$ cat src/rtl/countdown_timer_mmss.sv
// Minutes:seconds countdown timer.
// The count is kept as four BCD digits (index 0 = seconds ones .. 3 = minutes
// tens) so the display stage can use them directly; binary-to-BCD conversion
// only happens on load. A four-state FSM (IDLE/RUN/PAUSED/ALARM) gates the
// 1 Hz decrement and times the alarm for ALARM_TICKS seconds.
module countdown_timer_mmss #(
    parameter int MAX_MIN     = 99,
    parameter int ALARM_TICKS = 5
) (
    input  logic       clk,
    input  logic       reset,
    input  logic       tick_1hz,
    input  logic       load,
    input  logic [6:0] load_min,
    input  logic [5:0] load_sec,
    input  logic       start,
    input  logic       pause,
    output logic [3:0] min_tens,
    output logic [3:0] min_ones,
    output logic [3:0] sec_tens,
    output logic [3:0] sec_ones,
    output logic       running,
    output logic       alarm,
    output logic       done
);

    localparam logic [6:0] MAX_MIN_L     = 7'(MAX_MIN);
    localparam logic [3:0] ALARM_TICKS_L = 4'(ALARM_TICKS);

    typedef enum logic [1:0] {
        S_IDLE,
        S_RUN,
        S_PAUSED,
        S_ALARM
    } state_t;

    state_t     state_reg, state_next;
    logic [3:0] digit_reg  [4];
    logic [3:0] digit_next [4];
    logic [3:0] dec_digit  [4];
    logic [3:0] load_digit [4];
    logic [4:0] borrow;
    logic [3:0] alarm_cnt_reg, alarm_cnt_next;
    logic       done_reg, done_next;
    logic       count_zero;
    logic       dec_zero;
    logic [6:0] min_clamped;
    logic [5:0] sec_clamped;
    logic [7:0] min_bcd;
    logic [7:0] sec_bcd;

    // Split a value below 100 into {tens, ones} BCD digits.
    function automatic logic [7:0] to_bcd(input logic [6:0] v);
        logic [3:0] tens;
        logic [6:0] rem;
        tens = 4'd0;
        rem  = v;
        for (int i = 9; i >= 1; i--) begin
            if (tens == 4'd0 && v >= 7'(i * 10)) begin
                tens = 4'(i);
                rem  = v - 7'(i * 10);
            end
        end
        return {tens, 4'(rem)};
    endfunction

    // Clamp load values and convert them to BCD digits.
    assign min_clamped   = (load_min > MAX_MIN_L) ? MAX_MIN_L : load_min;
    assign sec_clamped   = (load_sec > 6'd59) ? 6'd59 : load_sec;
    assign min_bcd       = to_bcd(min_clamped);
    assign sec_bcd       = to_bcd({1'b0, sec_clamped});
    assign load_digit[0] = sec_bcd[3:0];
    assign load_digit[1] = sec_bcd[7:4];
    assign load_digit[2] = min_bcd[3:0];
    assign load_digit[3] = min_bcd[7:4];

    // Borrow ripple: a digit decrements when everything below it is zero.
    // Seconds tens wraps 0 -> 5, every other digit wraps 0 -> 9.
    // A borrow out of the top digit means the whole count is 00:00.
    assign borrow[0] = 1'b1;
    generate
        for (genvar gi = 0; gi < 4; gi++) begin : g_dec
            localparam logic [3:0] WRAP = (gi == 1) ? 4'd5 : 4'd9;
            assign borrow[gi+1]  = borrow[gi] && (digit_reg[gi] == 4'd0);
            assign dec_digit[gi] = !borrow[gi]            ? digit_reg[gi] :
                                   (digit_reg[gi] == 4'd0) ? WRAP          :
                                                             digit_reg[gi] - 4'd1;
        end
    endgenerate

    assign count_zero = borrow[4];
    assign dec_zero   = (dec_digit[0] == 4'd0) && (dec_digit[1] == 4'd0) &&
                        (dec_digit[2] == 4'd0) && (dec_digit[3] == 4'd0);

    // Next-state, next-count and alarm-counter logic; load beats pause beats start.
    always_comb begin
        state_next     = state_reg;
        digit_next     = digit_reg;
        alarm_cnt_next = alarm_cnt_reg;

        if (load && state_reg != S_RUN) begin
            digit_next     = load_digit;
            state_next     = S_IDLE;
            alarm_cnt_next = 4'd0;
        end else begin
            case (state_reg)
                S_IDLE: begin
                    if (start && !pause && !count_zero) begin
                        state_next = S_RUN;
                    end
                end
                S_RUN: begin
                    // A tick still lands when pause arrives in the same cycle,
                    // and reaching zero sends us to ALARM rather than PAUSED.
                    if (tick_1hz && !count_zero) begin
                        digit_next = dec_digit;
                        if (dec_zero) begin
                            state_next     = S_ALARM;
                            alarm_cnt_next = ALARM_TICKS_L;
                        end else if (pause) begin
                            state_next = S_PAUSED;
                        end
                    end else if (pause) begin
                        state_next = S_PAUSED;
                    end
                end
                S_PAUSED: begin
                    if (start && !pause) begin
                        state_next = S_RUN;
                    end
                end
                S_ALARM: begin
                    if (start || pause) begin
                        state_next     = S_IDLE;
                        alarm_cnt_next = 4'd0;
                    end else if (tick_1hz) begin
                        if (alarm_cnt_reg <= 4'd1) begin
                            state_next     = S_IDLE;
                            alarm_cnt_next = 4'd0;
                        end else begin
                            alarm_cnt_next = alarm_cnt_reg - 4'd1;
                        end
                    end
                end
                default: begin
                    state_next = S_IDLE;
                end
            endcase
        end

        done_next = (state_next == S_ALARM) && (state_reg != S_ALARM);
    end

    // State, count, alarm counter and done pulse registers.
    always_ff @(posedge clk or posedge reset) begin
        if (reset) begin
            state_reg     <= S_IDLE;
            digit_reg     <= '{default: 4'd0};
            alarm_cnt_reg <= 4'd0;
            done_reg      <= 1'b0;
        end else begin
            state_reg     <= state_next;
            digit_reg     <= digit_next;
            alarm_cnt_reg <= alarm_cnt_next;
            done_reg      <= done_next;
        end
    end

    assign sec_ones = digit_reg[0];
    assign sec_tens = digit_reg[1];
    assign min_ones = digit_reg[2];
    assign min_tens = digit_reg[3];
    assign running  = (state_reg == S_RUN);
    assign alarm    = (state_reg == S_ALARM);
    assign done     = done_reg;

endmodule

$ cat config.mk
export PLATFORM = sky130hd
export DESIGN_NAME = countdown_timer_mmss
export DESIGN_NICKNAME = d
export VERILOG_FILES = /design/src/rtl/countdown_timer_mmss.sv
export SDC_FILE = /design/constraint.sdc
export NUM_CORES = 1
export LEC_CHECK = 0
export CAP_MARGIN = 40
export CORE_AREA = 2 2 104 106
export DETAILED_ROUTE_END_ITERATION = 6
export DIE_AREA = 0 0 106 108
export HOLD_SLACK_MARGIN = 0.02
export SLEW_MARGIN = 10
export SYNTH_ARGS = -nofsm -noshare
export SYNTH_HDL_FRONTEND = slang
export SYNTH_SLANG_ARGS = --single-unit
$ cat constraint.sdc
create_clock -name clk -period 2.48 [get_ports clk]
set_input_delay 0.496 -clock clk [delete_from_list [all_inputs] [get_ports clk]]
set_output_delay 0.496 -clock clk [all_outputs]
set_load 0.01 [all_outputs]
=== After elaboration in Yosys (flattened, before gate mapping) ===
Index checks and enable logic that the tools add are counted.

* Register bits after elaboration: 23
* Bits of input ports: 19
* Output and inout bits: 19

* Mux-type cells: 65
* $add $sub $neg: 23
* Magnitude comparators: 21
* Equal/unequal tests: 9
* Reductions and logical operators: 60

{| class="wikitable"
|+ Operators with widths
! cell !! count
|-
| 2-to-1 mux 4 bit || 49
|-
| zero test 4 bit || 24
|-
| 2-to-1 mux 16 bit || 3
|-
| subtractor 4 bit, second input constant || 10
|-
| subtractor 4 x 1 -> 4 bit, second input constant || 7
|-
| logical AND 1 bit || 27
|-
| >= comparator 6 x 7 -> 1 bit, second input constant || 3
|-
| >= comparator 7 x 6 -> 1 bit, second input constant || 3
|-
| >= comparator 7 bit, second input constant || 3
|-
| >= comparator 6 bit, second input constant || 3
|-
| 2-to-1 mux 2 bit || 9
|-
| subtractor 4 x 3 -> 4 bit, second input constant || 4
|-
| >= comparator 7 x 5 -> 1 bit, second input constant || 2
|-
| >= comparator 6 x 5 -> 1 bit, second input constant || 2
|-
| one-hot mux 2 bit (4 select lines) || 1
|-
| one-hot mux 4 bit (2 select lines) || 1
|-
| subtractor 4 x 2 -> 4 bit, second input constant || 2
|-
| >= comparator 7 x 4 -> 1 bit, second input constant || 1
|-
| > comparator 7 bit, second input constant || 1
|-
| 2-to-1 mux 7 bit || 1
|-
| == test 2 bit, second input constant || 3
|-
| >= comparator 6 x 4 -> 1 bit, second input constant || 1
|-
| > comparator 6 bit, second input constant || 1
|-
| 2-to-1 mux 6 bit || 1
|-
| other kinds (13) || 16
|}

=== Depth between registers and ports, before layout ===
Gate-level depths: netlist (run 1).

* Depth after elaboration: 29
* Gate-level depth with buffers: 14
* Gate-level depth less buffers: 11

=== Least setup slack after synthesis (run 1) ===
OpenSTA, ideal clock, no wires.

* Kind: input to register
* From: in load_min[3]
* To: reg digit_reg, in the netlist min_ones[2]
* Path buffers: 3
* Data required time: 2356 ps
* Arrival time: 2737 ps
* Setup time: 124 ps
* Cell stages on the path: 13
* Path slack: -381 ps
* Cells stage by stage: clkbuf_1 > clkbuf_1 > nor3_1 > nor2_1 > nor2_1 > inv_1 > ha_1 > clkbuf_1 > nand4b_1 > a21o_1 > mux2_2 > o311a_1 > o31a_1

* Longest elaborated chain between the ends: 29
* Elaborated cells between the ends (all ways): 54

{| class="wikitable"
|+ Ends and longest elaborated chain
! what !! line !! text
|-
| from (decl) || 14 || <nowiki>input logic [6:0] load_min,</nowiki>
|-
| > comparator 7 bit || 68 || <nowiki>assign min_clamped = (load_min > MAX_MIN_L) ? MAX_MIN_L : load_min;</nowiki>
|-
| 2-to-1 mux 7 bit (*) || 68 ||
|-
| >= comparator 7 bit || 59 || <nowiki>if (tens == 4'd0 && v >= 7'(i * 10)) begin</nowiki>
|-
| 2-to-1 mux 4 bit || 59 ||
|-
| zero test 4 bit || 59 ||
|-
| logical AND 1 bit || 59 ||
|-
| 2-to-1 mux 4 bit || 59 ||
|-
| zero test 4 bit || 59 ||
|-
| [13 not listed] || -- ||
|-
| 2-to-1 mux 4 bit || 59 ||
|-
| zero test 4 bit || 59 ||
|-
| logical AND 1 bit || 59 ||
|-
| 2-to-1 mux 4 bit || 59 ||
|-
| zero test 4 bit || 59 ||
|-
| logical AND 1 bit || 59 ||
|-
| 2-to-1 mux 4 bit (*) || 59 ||
|-
| 2-to-1 mux 16 bit (*) || 101 || <nowiki>if (load && state_reg != S_RUN) begin</nowiki>
|-
| to (signal assigned) || 163 || <nowiki>digit_reg <= digit_next;</nowiki>
|-
| to (decl) || 38 || <nowiki>logic [3:0] digit_reg [4];</nowiki>
|}

Every way passes the cells marked *; elsewhere a longest branch is shown, timed or not.
A chain may end at the register's enable or synchronous reset.

=== Final worst setup path (run 1) ===
* From: in load_min[1]
* To: reg digit_reg, in the netlist min_ones[2]

The elaborated chain is that of the path after synthesis.

==> run_summary.xml, run 1 <==
<?xml version="1.0" encoding="UTF-8"?>
<metrics>
  <group name="global_route">
    <metric name="grt_first_pass_wirelength" unit="um">13180</metric>
    <metric name="antenna_found_initial" unit="">0</metric>
    <metric name="gr-total-overflow" unit="">0</metric>
    <metric name="grt_start_max_net_pins" unit="">24</metric>
    <metric name="grt_pass1_vias" unit="">2778</metric>
    <metric name="track_usage" unit="">0.1382</metric>
  </group>
  <group name="hold_path">
    <metric name="hold_class" unit="">reg -&gt; reg</metric>
  </group>
  <group name="pwr">
    <metric name="cellPowerDensity" unit="nW/um^2">693.0</metric>
    <metric name="p_total" unit="uW">2570</metric>
    <metric name="power.leakage" unit="uW">0.001566</metric>
    <metric name="total_switching_power" unit="uW">1117</metric>
    <metric name="ir_drop" unit="mV">0.2034</metric>
    <metric name="relative_contribution_of_the_clock_network_to_total_power" unit="">0.091</metric>
    <metric name="power.share.switching" unit="">0.4345</metric>
    <metric name="p_comb_frac" unit="">0.633</metric>
    <metric name="internal_power" unit="uW">1454</metric>
    <metric name="seqPwrFrac" unit="">0.276</metric>
  </group>
  <group name="clock_network">
    <metric name="cts.path.max_buffers" unit="">2</metric>
    <metric name="worst_skew_pair.late_latency" unit="ns">0.26</metric>
    <metric name="cts_tree" unit="">built</metric>
    <metric name="cts.reportedPaths.clkPinSlew" unit="ns">0.08</metric>
    <metric name="ctsHtreeMaxLevel" unit="">1</metric>
    <metric name="cts_sink_count" unit="">23</metric>
    <metric name="clock-root-buffer" unit="">sky130_fd_sc_hd__clkbuf_8</metric>
    <metric name="numCtsBuffers" unit="">3</metric>
    <metric name="cts_hold_repair.buffers" unit="">0</metric>
  </group>
  <group name="floorplan">
    <metric name="die-height" unit="um">108</metric>
    <metric name="top_level_ports" unit="">38</metric>
    <metric name="initial_core_util" unit="">0.2470</metric>
    <metric name="chipWidth" unit="um">106</metric>
    <metric name="floorplan.die_area" unit="sq um">11450</metric>
    <metric name="rows" unit="">37</metric>
    <metric name="floorplan.core_area" unit="sq um">10230</metric>
  </group>
  <group name="worst_setup_path">
    <metric name="start_kind" unit="">input port</metric>
    <metric name="cp-end-kind" unit="">flop</metric>
    <metric name="worst_r2r_startpoint" unit="">sec_ones[1]</metric>
    <metric name="worst-endpoint-arrival" unit="ns">2.64</metric>
    <metric name="required_time_of_the_worst_setup_path" unit="ns">2.63</metric>
    <metric name="regToRegSetupSlack" unit="ns">0.17</metric>
    <metric name="max_stage_delay" unit="ns">0.53</metric>
    <metric name="cp_cell_sequence" unit="">clkdlybuf4s50_1 -&gt; nor2_4 -&gt; inv_4 -&gt; ha_4 -&gt; a211oi_2 -&gt; o211ai_1 -&gt; buf_4 -&gt; o21ai_2 -&gt; a21oi_1 -&gt; o311a_1 -&gt; o31a_1</metric>
    <metric name="worstSetupEndpoint" unit="">min_ones[2]</metric>
    <metric name="timing.critical_path.fanout_max" unit="">6</metric>
    <metric name="r2r_end" unit="">min_ones[2]</metric>
    <metric name="timing_worst_setup_path_type" unit="">in -&gt; reg</metric>
    <metric name="startpoint" unit="">load_min[1]</metric>
    <metric name="critical_path.slowest_cell" unit="">sky130_fd_sc_hd__clkdlybuf4s50_1</metric>
    <metric name="ff2ff_path_depth" unit="">8</metric>
  </group>
  <group name="detailed_routing">
    <metric name="detailedRoute.firstIterationViolations" unit="">114</metric>
    <metric name="avgViaCountPerCell" unit="">5.042</metric>
    <metric name="totalWireLength" unit="um">8039</metric>
    <metric name="remaining_drc_errors" unit="">0</metric>
    <metric name="post_drt_wl_per_cell" unit="um">14.13</metric>
    <metric name="vias" unit="">2869</metric>
    <metric name="drt_pass1_iterations" unit="">4</metric>
    <metric name="ant_nets" unit="">0</metric>
  </group>
  <group name="synthesis">
    <metric name="synth_sequential_area_ratio" unit="">0.2277</metric>
    <metric name="count_of_flip_flops_with_a_built_in_enable_after_synthesis" unit="">0</metric>
    <metric name="synth.ff_latch_count" unit="">23</metric>
    <metric name="synthesis.yosys.warnings" unit="">0</metric>
    <metric name="synth.net_count" unit="">368</metric>
    <metric name="ys_types" unit="">61</metric>
    <metric name="async_set_reset_flop_share_out_of_synthesis" unit="">1.000</metric>
    <metric name="synthDominantCellAreaShare" unit="">0.2277</metric>
    <metric name="synthesis.area" unit="sq um">2527</metric>
    <metric name="post_synth_inst_count" unit="">336</metric>
    <metric name="netlist_top_cells_area" unit="">sky130_fd_sc_hd__dfrtp_1 23%, sky130_fd_sc_hd__ha_1 6.4%, sky130_fd_sc_hd__nand2_1 4.9%</metric>
    <metric name="synth_area_leader_cell" unit="">sky130_fd_sc_hd__dfrtp_1</metric>
    <metric name="ys.flop_type" unit="">sky130_fd_sc_hd__dfrtp_1</metric>
    <metric name="syn_area_per_cell" unit="sq um">7.522</metric>
  </group>
  <group name="finish">
    <metric name="area_delta_synth_final" unit="%">46.73</metric>
    <metric name="drive_gt1_frac" unit="">0.2725</metric>
    <metric name="fillerInstances" unit="">1042</metric>
    <metric name="regArea" unit="sq um">575.6</metric>
    <metric name="diodes" unit="">0</metric>
    <metric name="multi_input_comb_area" unit="sq um">1894</metric>
    <metric name="post-route-cell-area" unit="sq um">3709</metric>
    <metric name="fin_nets" unit="">466</metric>
  </group>
  <group name="job">
    <metric name="cap_viol_max_count" unit="">0</metric>
  </group>
  <group name="sta">
    <metric name="setup_violations" unit="">1</metric>
    <metric name="achievable-frequency" unit="MHz">401.2</metric>
    <metric name="max_slew.worst_pin.slew" unit="ns">0.4873</metric>
    <metric name="post-route-period-util" unit="">1.005</metric>
    <metric name="whs" unit="ns">0.5337</metric>
    <metric name="worst_slew_margin_relative_to_its_limit" unit="">0.6709</metric>
    <metric name="report.final.hold_viol_count" unit="">0</metric>
    <metric name="finalWorstPathRequiredPeriod" unit="ns">2.493</metric>
    <metric name="finalSetupTns" unit="ns">-0.01282</metric>
    <metric name="skew" unit="ns">0.003893</metric>
    <metric name="fin_ws" unit="ns">-0.01282</metric>
    <metric name="maxSlewViolCount" unit="">0</metric>
  </group>
  <group name="status">
    <metric name="violations_in_the_final_reports" unit="">negative setup slack</metric>
    <metric name="status" unit="">complete, but fails checks</metric>
  </group>
  <group name="placed_design">
    <metric name="globalplace.congestion" unit="">0.8796</metric>
    <metric name="placement.io_buffers" unit="">37</metric>
    <metric name="detailed_place_hpwl" unit="um">6044</metric>
    <metric name="place_area" unit="sq um">3472</metric>
  </group>
</metrics>
cell families after synthesis:
family | after synthesis | synth area share
buffers and inverters | 45 | 0.07920
muxes | 6 | 0.02970
adders and majority gates | 13 | 0.06436
xor gates and xnor gates | 9 | 0.03119
AOI/OAI and AO/OA | 105 | 0.2852
and+or+nand+nor | 135 | 0.2827
DFF | 23 | 0.2277
cell type report:
type,instances,share of cell area
Multi-Input combinational cell,268,0.5108
Clock buffer,4,0.01215
Tap cell,136,0.04588
Timing Repair Buffer,113,0.2500
Sequential cell,23,0.1552
Inverter,25,0.02598
critical path: cells and delay by family:
family                   cells  cell delay, ns
AO/OA/AOI/OAI                6            0.97
buffers and inverters        3            0.78
AND/OR/NAND/NOR              1            0.21
adder cells (fa/ha/maj)      1            0.18
per-stage QoR:
step / worst slack [ns] / instances / utilization
4_1_cts: -0.001266 / 561 / 0.3488
3_5_place_dp: -0.4558 / 555 / 0.3394
3_3_place_gp: -0.3823 / 555 / 0.3394
2_1_floorplan: -0.05090 / 336 / -
6_report: -0.01282 / 569 / 0.3625
5_1_grt: -0.06302 / 569 / 0.3625
power by group through the flow:
stage / Clock, uW / Sequential [uW] / Combinational (uW)
2_1_floorplan: 0 / 737 / 862
3_3_place_gp: 0 / 707 / 1530
3_5_place_dp: 0 / 716 / 1550
4_1_cts: 245 / 708 / 1570
5_1_grt: 263 / 740 / 1790
6_report: 235 / 708 / 1630
worst min path at each step:
stage                           from          endpoint  slack, ns  cells after the start
floorplan           alarm_cnt_reg[1]  alarm_cnt_reg[1]       0.48                      1
global placement    alarm_cnt_reg[1]  alarm_cnt_reg[1]       0.51                      1
detailed placement  alarm_cnt_reg[1]  alarm_cnt_reg[1]       0.52                      1
CTS                 alarm_cnt_reg[1]  alarm_cnt_reg[1]       0.54                      1
global route        alarm_cnt_reg[1]  alarm_cnt_reg[1]       0.55                      1
finish              alarm_cnt_reg[1]  alarm_cnt_reg[1]       0.53                      1
Yosys cell counts, types with 3 or more instances:
cell and n:
sky130_fd_sc_hd__buf_6 4, sky130_fd_sc_hd__nand4b_1 3, sky130_fd_sc_hd__nand3_1 8, sky130_fd_sc_hd__o32ai_1 3, sky130_fd_sc_hd__o21ai_0 19, sky130_fd_sc_hd__inv_1 25, sky130_fd_sc_hd__xor2_1 3, sky130_fd_sc_hd__o211ai_1 7
sky130_fd_sc_hd__a31oi_1 7, sky130_fd_sc_hd__a21oi_1 24, sky130_fd_sc_hd__a21o_1 3, sky130_fd_sc_hd__o31ai_1 5, sky130_fd_sc_hd__a311o_1 3, sky130_fd_sc_hd__mux2i_1 3, sky130_fd_sc_hd__nor2b_1 8, sky130_fd_sc_hd__nor3_1 17
sky130_fd_sc_hd__xnor2_1 6, sky130_fd_sc_hd__clkbuf_1 15, sky130_fd_sc_hd__nand2_1 33, sky130_fd_sc_hd__dfrtp_1 23, sky130_fd_sc_hd__a211oi_1 7, sky130_fd_sc_hd__ha_1 13, sky130_fd_sc_hd__nand3b_1 4, sky130_fd_sc_hd__nor2_1 29
sky130_fd_sc_hd__nand2b_1 6, sky130_fd_sc_hd__nor4b_1 3, sky130_fd_sc_hd__nor4_1 6
cells in the final DEF, fill, tap and decap left out, types with 5 or more instances in the layout:
master                            Yosys  routed
sky130_fd_sc_hd__o21ai_0             19      16
sky130_fd_sc_hd__nand2_1             33      31
sky130_fd_sc_hd__o211ai_1             7       7
sky130_fd_sc_hd__xnor2_1              6       6
sky130_fd_sc_hd__clkdlybuf4s50_1      0      32
sky130_fd_sc_hd__a31oi_1              7       6
sky130_fd_sc_hd__nor2_1              29      27
sky130_fd_sc_hd__nor2b_1              8       6
sky130_fd_sc_hd__buf_4                0      76
sky130_fd_sc_hd__dfrtp_1             23      23
sky130_fd_sc_hd__nor3_1              17      15
sky130_fd_sc_hd__nand3_1              8       8
sky130_fd_sc_hd__nor4_1               6       5
sky130_fd_sc_hd__inv_1               25      21
sky130_fd_sc_hd__a21oi_1             24      23
sky130_fd_sc_hd__nand2b_1             6       6
sky130_fd_sc_hd__ha_1                13       8
sky130_fd_sc_hd__a211oi_1             7       6
metal layers:
layer / global-route usage / up-vias / share of wire
li1: - / 1433 / -
met1: 0.1812 / 1371 / 0.45
met2: 0.2452 / 59 / 0.51
met3: 0.01386 / 6 / 0.031
met4: 0.03289 / 0 / 0.0091
met5: 0 / - / 0
what timing repair did:
| item | in CTS | in global routing |
|---|---|---|
| endpoints found under the setup margin | 6 | 11 |
| gates resized for setup | 16 | 27 |
| buffers inserted | 2 | 8 |
| pin swaps | 7 | 17 |
| cloned | 0 | 0 |
No activity file was read; power rests on OpenSTA's default activity.
==> run 2: changes to the inputs <==
CORE_AREA = 2 2 99 101   (was 2 2 104 106)
CTS_BUF_LIST = sky130_fd_sc_hd__clkbuf_4 sky130_fd_sc_hd__clkbuf_8   (was default)
DIE_AREA = 0 0 101 103   (was 0 0 106 108)
PLACE_DENSITY = 0.53   (was default)
==> run_summary.xml, run 2 (synthesis gave the netlist of run 1 again) <==
<?xml version="1.0" encoding="UTF-8"?>
<metrics>
  <group name="placed_design">
    <metric name="placement.io_buffers" unit="">37</metric>
    <metric name="globalplace.congestion" unit="">0.9220</metric>
    <metric name="detailed_place_hpwl" unit="um">5918</metric>
    <metric name="place_worst_setup_slack" unit="ns">-0.4426</metric>
  </group>
  <group name="sta">
    <metric name="maxSlewViolCount" unit="">0</metric>
    <metric name="achievable-frequency" unit="MHz">422.9</metric>
    <metric name="finalWorstPathRequiredPeriod" unit="ns">2.364</metric>
    <metric name="finalSetupTns" unit="ns">0</metric>
    <metric name="post-route-period-util" unit="">0.9534</metric>
    <metric name="max_slew.worst_pin.slew" unit="ns">0.5572</metric>
    <metric name="fin_ws" unit="ns">0.1155</metric>
    <metric name="skew" unit="ns">0.006066</metric>
    <metric name="worst_slew_margin_relative_to_its_limit" unit="">0.6237</metric>
    <metric name="report.final.hold_viol_count" unit="">0</metric>
    <metric name="whs" unit="ns">0.5231</metric>
    <metric name="setup_violations" unit="">0</metric>
  </group>
  <group name="global_route">
    <metric name="gr-total-overflow" unit="">0</metric>
    <metric name="antenna_found_initial" unit="">0</metric>
    <metric name="grt_start_max_net_pins" unit="">24</metric>
    <metric name="grt_first_pass_wirelength" unit="um">12520</metric>
    <metric name="grt_pass1_vias" unit="">2612</metric>
    <metric name="track_usage" unit="">0.1478</metric>
  </group>
  <group name="clock_network">
    <metric name="ctsHtreeMaxLevel" unit="">1</metric>
    <metric name="cts_tree" unit="">built</metric>
    <metric name="cts.path.max_buffers" unit="">2</metric>
    <metric name="clock-root-buffer" unit="">sky130_fd_sc_hd__clkbuf_8</metric>
    <metric name="numCtsBuffers" unit="">3</metric>
    <metric name="cts.reportedPaths.clkPinSlew" unit="ns">0.09</metric>
    <metric name="cts_hold_repair.buffers" unit="">0</metric>
    <metric name="worst_skew_pair.late_latency" unit="ns">0.27</metric>
    <metric name="cts_sink_count" unit="">23</metric>
  </group>
  <group name="hold_path">
    <metric name="hold_class" unit="">reg -&gt; reg</metric>
    <metric name="worst_hold_start" unit="">alarm_cnt_reg[1]</metric>
    <metric name="worstHoldEndpoint" unit="">alarm_cnt_reg[1]</metric>
    <metric name="hold_path_depth" unit="">1</metric>
  </group>
  <group name="pwr">
    <metric name="power.leakage" unit="uW">0.001588</metric>
    <metric name="ir_drop" unit="mV">0.2458</metric>
    <metric name="cellPowerDensity" unit="nW/um^2">697.5</metric>
  </group>
  <group name="worst_setup_path">
    <metric name="timing.critical_path.fanout_max" unit="">3</metric>
    <metric name="start_kind" unit="">flop</metric>
    <metric name="critical_path.slowest_cell" unit="">sky130_fd_sc_hd__or4b_4</metric>
    <metric name="ff2ff_path_depth" unit="">8</metric>
    <metric name="regToRegSetupSlack" unit="ns">0.12</metric>
    <metric name="timing.critical_path.max_delay_family" unit="">simple AND/OR/NAND/NOR gates</metric>
    <metric name="required_time_of_the_worst_setup_path" unit="ns">2.69</metric>
    <metric name="r2r_end" unit="">min_ones[2]</metric>
    <metric name="timing_worst_setup_path_type" unit="">reg -&gt; reg</metric>
    <metric name="worst_r2r_startpoint" unit="">sec_ones[0]</metric>
    <metric name="max_stage_delay" unit="ns">0.53</metric>
    <metric name="wp_buf_inv" unit="">1</metric>
    <metric name="cp-end-kind" unit="">flop</metric>
    <metric name="worst-endpoint-arrival" unit="ns">2.57</metric>
    <metric name="cp_cell_sequence" unit="">inv_1 -&gt; ha_2 -&gt; nor4b_4 -&gt; nand2_2 -&gt; or4b_4 -&gt; or3b_4 -&gt; a31oi_4 -&gt; o31a_1</metric>
  </group>
  <group name="detailed_routing">
    <metric name="remaining_drc_errors" unit="">0</metric>
    <metric name="ant_nets" unit="">0</metric>
    <metric name="vias" unit="">2812</metric>
    <metric name="drt_pass1_iterations" unit="">5</metric>
    <metric name="detailedRoute.firstIterationViolations" unit="">183</metric>
    <metric name="post_drt_wl_per_cell" unit="um">14.12</metric>
    <metric name="avgViaCountPerCell" unit="">5.150</metric>
    <metric name="totalWireLength" unit="um">7710</metric>
  </group>
  <group name="floorplan">
    <metric name="initial_core_util" unit="">0.2672</metric>
    <metric name="floorplan.die_area" unit="sq um">10400</metric>
    <metric name="rows" unit="">36</metric>
    <metric name="floorplan.core_area" unit="sq um">9459</metric>
    <metric name="die-height" unit="um">103</metric>
    <metric name="chipWidth" unit="um">101</metric>
    <metric name="top_level_ports" unit="">38</metric>
  </group>
  <group name="finish">
    <metric name="fillerInstances" unit="">963</metric>
    <metric name="area_delta_synth_final" unit="%">46.24</metric>
    <metric name="diodes" unit="">0</metric>
    <metric name="fin_nets" unit="">465</metric>
    <metric name="drive_gt1_frac" unit="">0.2778</metric>
    <metric name="most-common-layout-cells" unit="">75 x sky130_fd_sc_hd__buf_4, 30 x sky130_fd_sc_hd__nand2_1, 30 x sky130_fd_sc_hd__clkdlybuf4s50_1</metric>
    <metric name="layout.cells.most_common" unit="">sky130_fd_sc_hd__buf_4</metric>
  </group>
  <group name="job">
    <metric name="cap_viol_max_count" unit="">0</metric>
  </group>
  <group name="status">
    <metric name="status" unit="">finished, final reports clean</metric>
  </group>
</metrics>
run 2: area by class of cell:
type | instances | area (sq um) | share of cell area
Clock buffer | 3 | 41.29 | 0.01117
Clock inverter | 1 | 5.005 | 0.001354
Inverter | 25 | 93.84 | 0.02539
Multi-Input combinational cell | 268 | 1907 | 0.5159
Sequential cell | 23 | 575.6 | 0.1557
Tap cell | 114 | 142.6 | 0.03859
Timing Repair Buffer | 112 | 930.9 | 0.2519
run 2: where the power goes:
group / total (uW) / switching [uW] / internal (uW)
clock network: 238 / 125 / 112
logic: 1640 / 809 / 830
registers: 701 / 185 / 516
total: 2580 / 1120 / 1460
run 2: per-stage QoR:
step | cells | area (sq um) | total power (uW) | util
global route | 546 | 3696 | 2797 | 0.3907
finish | 546 | 3696 | 2578 | 0.3907
global placement | 533 | 3445 | 2249 | 0.3642
floorplan | 336 | 2587 | 1599 | -
detailed placement | 533 | 3445 | 2264 | 0.3642
CTS | 541 | 3578 | 2530 | 0.3783
run 2: timing repair:
action                                  4_1_cts  5_1_grt
pin swaps                                     6       19
endpoints found under the setup margin        8       10
buffers inserted                              4        5
gates resized for setup                      19       25
run 2: worst max path at each step:
stage,from,endpoint,slack [ns],cells past startpoint
after floorplan,load_min[4],min_ones[2],-0.05,12
after global placement,load_min[2],min_ones[2],-0.40,11
after detailed placement,load_min[2],min_ones[2],-0.44,13
after CTS,load_sec[3],sec_ones[2],0.01,12
after global routing,sec_ones[0],min_ones[2],-0.007,8
final,sec_ones[0],min_ones[2],0.12,8
run 2: worst reg2reg max path: cells and delay by family (launching register included):
family | cells | cell delay, ns
and+or+nand+nor | 4 | 1.32
DFF | 1 | 0.39
AOI/OAI and AO/OA | 2 | 0.34
adders and majority gates | 1 | 0.18
buffers and inverters | 1 | 0.08
run 2: layer usage:
metal  track usage  vias up  part of all wire  routed length (um)
li1              -     1436                 -                   -
met1        0.1975     1309              0.48                3700
met2        0.2513       57              0.47                3625
met3       0.01424       10             0.035                 269
met4       0.04886        0             0.015                 114
met5             0        -                 0                   0
==> run 3: changes to the inputs <==
ABC_AREA = 1   (was default)
CORE_AREA = 2 2 103 105   (was 2 2 99 101)
DIE_AREA = 0 0 105 107   (was 0 0 101 103)
PLACE_DENSITY = 0.51   (was 0.53)
clock period = 3 ns   (was 2.48 ns; I/O delays follow)
==> run_summary.xml, run 3 <==
<?xml version="1.0" encoding="UTF-8"?>
<metrics>
  <group name="worst_setup_path">
    <metric name="regToRegSetupSlack" unit="ns">0.52</metric>
    <metric name="timing.critical_path.max_delay_family" unit="">buffers and inverters</metric>
    <metric name="worst-endpoint-arrival" unit="ns">2.83</metric>
    <metric name="start_kind" unit="">input port</metric>
    <metric name="worst_r2r_startpoint" unit="">sec_ones[0]</metric>
    <metric name="timing_worst_setup_path_type" unit="">in -&gt; reg</metric>
    <metric name="wp_buf_inv" unit="">5</metric>
    <metric name="critical_path.slowest_cell" unit="">sky130_fd_sc_hd__clkdlybuf4s50_1</metric>
    <metric name="critical-path-top-cell-by-count" unit="">sky130_fd_sc_hd__inv_1</metric>
    <metric name="cp_cell_sequence" unit="">clkdlybuf4s50_1 -&gt; nor2_1 -&gt; nand2_1 -&gt; a21oi_2 -&gt; inv_1 -&gt; ha_1 -&gt; nand3_1 -&gt; o21ai_0 -&gt; inv_1 -&gt; nor2_1 -&gt; inv_1 -&gt; nand4_2 -&gt; o21ai_1 -&gt; inv_1 -&gt; nand2_1 -&gt; a21oi_1</metric>
    <metric name="startpoint" unit="">load_min[3]</metric>
    <metric name="max_stage_delay" unit="ns">0.44</metric>
    <metric name="cp-end-kind" unit="">flop</metric>
    <metric name="required_time_of_the_worst_setup_path" unit="ns">3.16</metric>
    <metric name="timing.critical_path.fanout_max" unit="">6</metric>
  </group>
  <group name="clock_network">
    <metric name="ctsHtreeMaxLevel" unit="">1</metric>
    <metric name="cts_sink_count" unit="">23</metric>
    <metric name="numCtsBuffers" unit="">3</metric>
    <metric name="cts.path.max_buffers" unit="">2</metric>
    <metric name="post-cts-setup-buffers" unit="">0</metric>
    <metric name="cts.reportedPaths.clkPinSlew" unit="ns">0.08</metric>
    <metric name="worst_skew_pair.late_latency" unit="ns">0.27</metric>
    <metric name="cts_tree" unit="">built</metric>
    <metric name="cts_hold_repair.buffers" unit="">0</metric>
    <metric name="clock-root-buffer" unit="">sky130_fd_sc_hd__clkbuf_8</metric>
  </group>
  <group name="synthesis">
    <metric name="syn_area_per_cell" unit="sq um">6.100</metric>
    <metric name="synth_area_leader_cell" unit="">sky130_fd_sc_hd__dfrtp_1</metric>
    <metric name="synthesis.yosys.warnings" unit="">0</metric>
    <metric name="ys.flop_type" unit="">sky130_fd_sc_hd__dfrtp_1</metric>
    <metric name="synth_sequential_area_ratio" unit="">0.2097</metric>
    <metric name="synth.ff_latch_count" unit="">23</metric>
    <metric name="count_of_flip_flops_with_a_built_in_enable_after_synthesis" unit="">0</metric>
    <metric name="post_synth_inst_count" unit="">450</metric>
    <metric name="synth.net_count" unit="">482</metric>
    <metric name="yosysMostFrequentCell" unit="">sky130_fd_sc_hd__nand2_1</metric>
    <metric name="synthesis.area" unit="sq um">2745</metric>
    <metric name="netlist_top_cells_area" unit="">sky130_fd_sc_hd__dfrtp_1 21%, sky130_fd_sc_hd__nand2_1 15%, sky130_fd_sc_hd__inv_1 9.8%</metric>
    <metric name="synthDominantCellAreaShare" unit="">0.2097</metric>
    <metric name="async_set_reset_flop_share_out_of_synthesis" unit="">1.000</metric>
    <metric name="ys_types" unit="">43</metric>
    <metric name="synth_top_cells_by_count" unit="">112 x sky130_fd_sc_hd__nand2_1, 72 x sky130_fd_sc_hd__inv_1, 47 x sky130_fd_sc_hd__nor2_1</metric>
  </group>
  <group name="status">
    <metric name="status" unit="">finished, final reports clean</metric>
  </group>
  <group name="detailed_routing">
    <metric name="drt_pass1_iterations" unit="">7</metric>
    <metric name="ant_nets" unit="">0</metric>
    <metric name="remaining_drc_errors" unit="">0</metric>
    <metric name="post_drt_wl_per_cell" unit="um">11.67</metric>
    <metric name="avgViaCountPerCell" unit="">4.623</metric>
    <metric name="totalWireLength" unit="um">7420</metric>
    <metric name="detailedRoute.firstIterationViolations" unit="">152</metric>
    <metric name="vias" unit="">2940</metric>
  </group>
  <group name="sta">
    <metric name="max_slew.worst_pin.slew" unit="ns">0.5623</metric>
    <metric name="whs" unit="ns">0.5322</metric>
    <metric name="setup_violations" unit="">0</metric>
    <metric name="finalWorstPathRequiredPeriod" unit="ns">2.671</metric>
    <metric name="finalSetupTns" unit="ns">0</metric>
    <metric name="skew" unit="ns">0.006873</metric>
    <metric name="grt_setup_unrepaired" unit="">false</metric>
    <metric name="fin_ws" unit="ns">0.3288</metric>
    <metric name="post-route-period-util" unit="">0.8904</metric>
    <metric name="achievable-frequency" unit="MHz">374.4</metric>
    <metric name="report.final.hold_viol_count" unit="">0</metric>
    <metric name="maxSlewViolCount" unit="">0</metric>
    <metric name="worst_slew_margin_relative_to_its_limit" unit="">0.6212</metric>
  </group>
  <group name="pwr">
    <metric name="ir_drop" unit="mV">0.2009</metric>
    <metric name="cellPowerDensity" unit="nW/um^2">647.8</metric>
    <metric name="p_total" unit="uW">2212</metric>
    <metric name="power.leakage" unit="uW">0.001739</metric>
  </group>
  <group name="global_route">
    <metric name="track_usage" unit="">0.1339</metric>
    <metric name="grt_use_met3" unit="">0.01033</metric>
    <metric name="antenna_found_initial" unit="">0</metric>
    <metric name="grt_pass1_vias" unit="">2755</metric>
    <metric name="grtUsageMet1" unit="">0.1815</metric>
    <metric name="top_usage_layer" unit="">met2</metric>
    <metric name="gr-total-overflow" unit="">0</metric>
    <metric name="groute.layer.met2.usage" unit="">0.2328</metric>
    <metric name="grt_first_pass_wirelength" unit="um">12680</metric>
    <metric name="grt_start_max_net_pins" unit="">24</metric>
  </group>
  <group name="placed_design">
    <metric name="detailed_place_hpwl" unit="um">6013</metric>
    <metric name="placement.io_buffers" unit="">37</metric>
    <metric name="place_worst_setup_slack" unit="ns">0.01558</metric>
    <metric name="globalplace.congestion" unit="">0.8579</metric>
  </group>
  <group name="finish">
    <metric name="drive_gt1_frac" unit="">0.1220</metric>
    <metric name="area_delta_synth_final" unit="%">24.38</metric>
    <metric name="fin_nets" unit="">533</metric>
    <metric name="fillerInstances" unit="">1141</metric>
    <metric name="most-common-layout-cells" unit="">112 x sky130_fd_sc_hd__nand2_1, 72 x sky130_fd_sc_hd__inv_1, 46 x sky130_fd_sc_hd__nor2_1</metric>
    <metric name="diodes" unit="">0</metric>
    <metric name="layout.cells.most_common" unit="">sky130_fd_sc_hd__nand2_1</metric>
  </group>
  <group name="floorplan">
    <metric name="chipWidth" unit="um">105</metric>
    <metric name="floorplan.die_area" unit="sq um">11240</metric>
    <metric name="top_level_ports" unit="">38</metric>
    <metric name="floorplan.core_area" unit="sq um">10090</metric>
    <metric name="rows" unit="">37</metric>
    <metric name="die-height" unit="um">107</metric>
    <metric name="initial_core_util" unit="">0.2720</metric>
  </group>
  <group name="job">
    <metric name="cap_viol_max_count" unit="">0</metric>
  </group>
  <group name="hold_path">
    <metric name="worst_hold_start" unit="">alarm_cnt_reg[1]</metric>
    <metric name="hold_class" unit="">reg -&gt; reg</metric>
  </group>
</metrics>
run 3: logic make-up after synthesis:
kind of cell             after synthesis  synth area share
AO/OA/AOI/OAI                         82            0.1759
XOR/XNOR                               5           0.01596
adder cells (fa/ha/maj)               13           0.05925
buffers and inverters                 89            0.1317
flip-flops                            23            0.2097
AND/OR/NAND/NOR                      238            0.4075
run 3: layout make-up:
cell class	instances	area (sq um)	share of cell area
clock buffer	4	48.80	0.01429
inverter	81	311.5	0.09124
multi-input combinational	338	1810	0.5302
sequential	23	575.6	0.1686
tap	136	170.2	0.04984
timing repair buffer	54	498.0	0.1458
run 3: what timing repair did:
action / 4_1_cts / 5_1_grt
setup endpoints to repair: 0 / 1
endpoints found under the hold margin: 0 / 0
resized for setup: 0 / 1
run 3: per-stage QoR:
step	instances	area, sq um	utilization
finish	636	3415	0.3383
global route	636	3415	0.3383
CTS	636	3412	0.3381
detailed placement	632	3363	0.3333
global placement	632	3363	0.3333
floorplan	450	2745	-
run 3: path summary, 6_finish.rpt:
kind,endpoint,cells after the start
max in group asynchronous,min_ones[2],3
worst min-delay path,alarm_cnt_reg[1],2
min in group asynchronous,alarm_cnt_reg[2],3
worst max-delay path,min_ones[2],16
worst min register to register,alarm_cnt_reg[1],2
worst max register to register,sec_tens[2],15
run 3: worst reg2reg max path: cells and delay by family, from the launching register on:
kind | cells | cell delay (ns)
and+or+nand+nor | 8 | 1.04
buffers and inverters | 3 | 0.42
adders and majority gates | 1 | 0.24
AOI/OAI and AO/OA | 3 | 0.25
DFF | 1 | 0.42
run 3: report_power, final:
part	internal (uW)	switching [uW]
registers	430	174
clock network	104	105
logic	587	811
total	1120	1090
run 3: per-layer routing:
layer | vias up | share of wire | routed length (um)
met5 | - | 0 | 0
met4 | 0 | 0.0067 | 50
met3 | 5 | 0.032 | 240
met2 | 53 | 0.49 | 3629
met1 | 1330 | 0.47 | 3499
li1 | 1552 | - | -
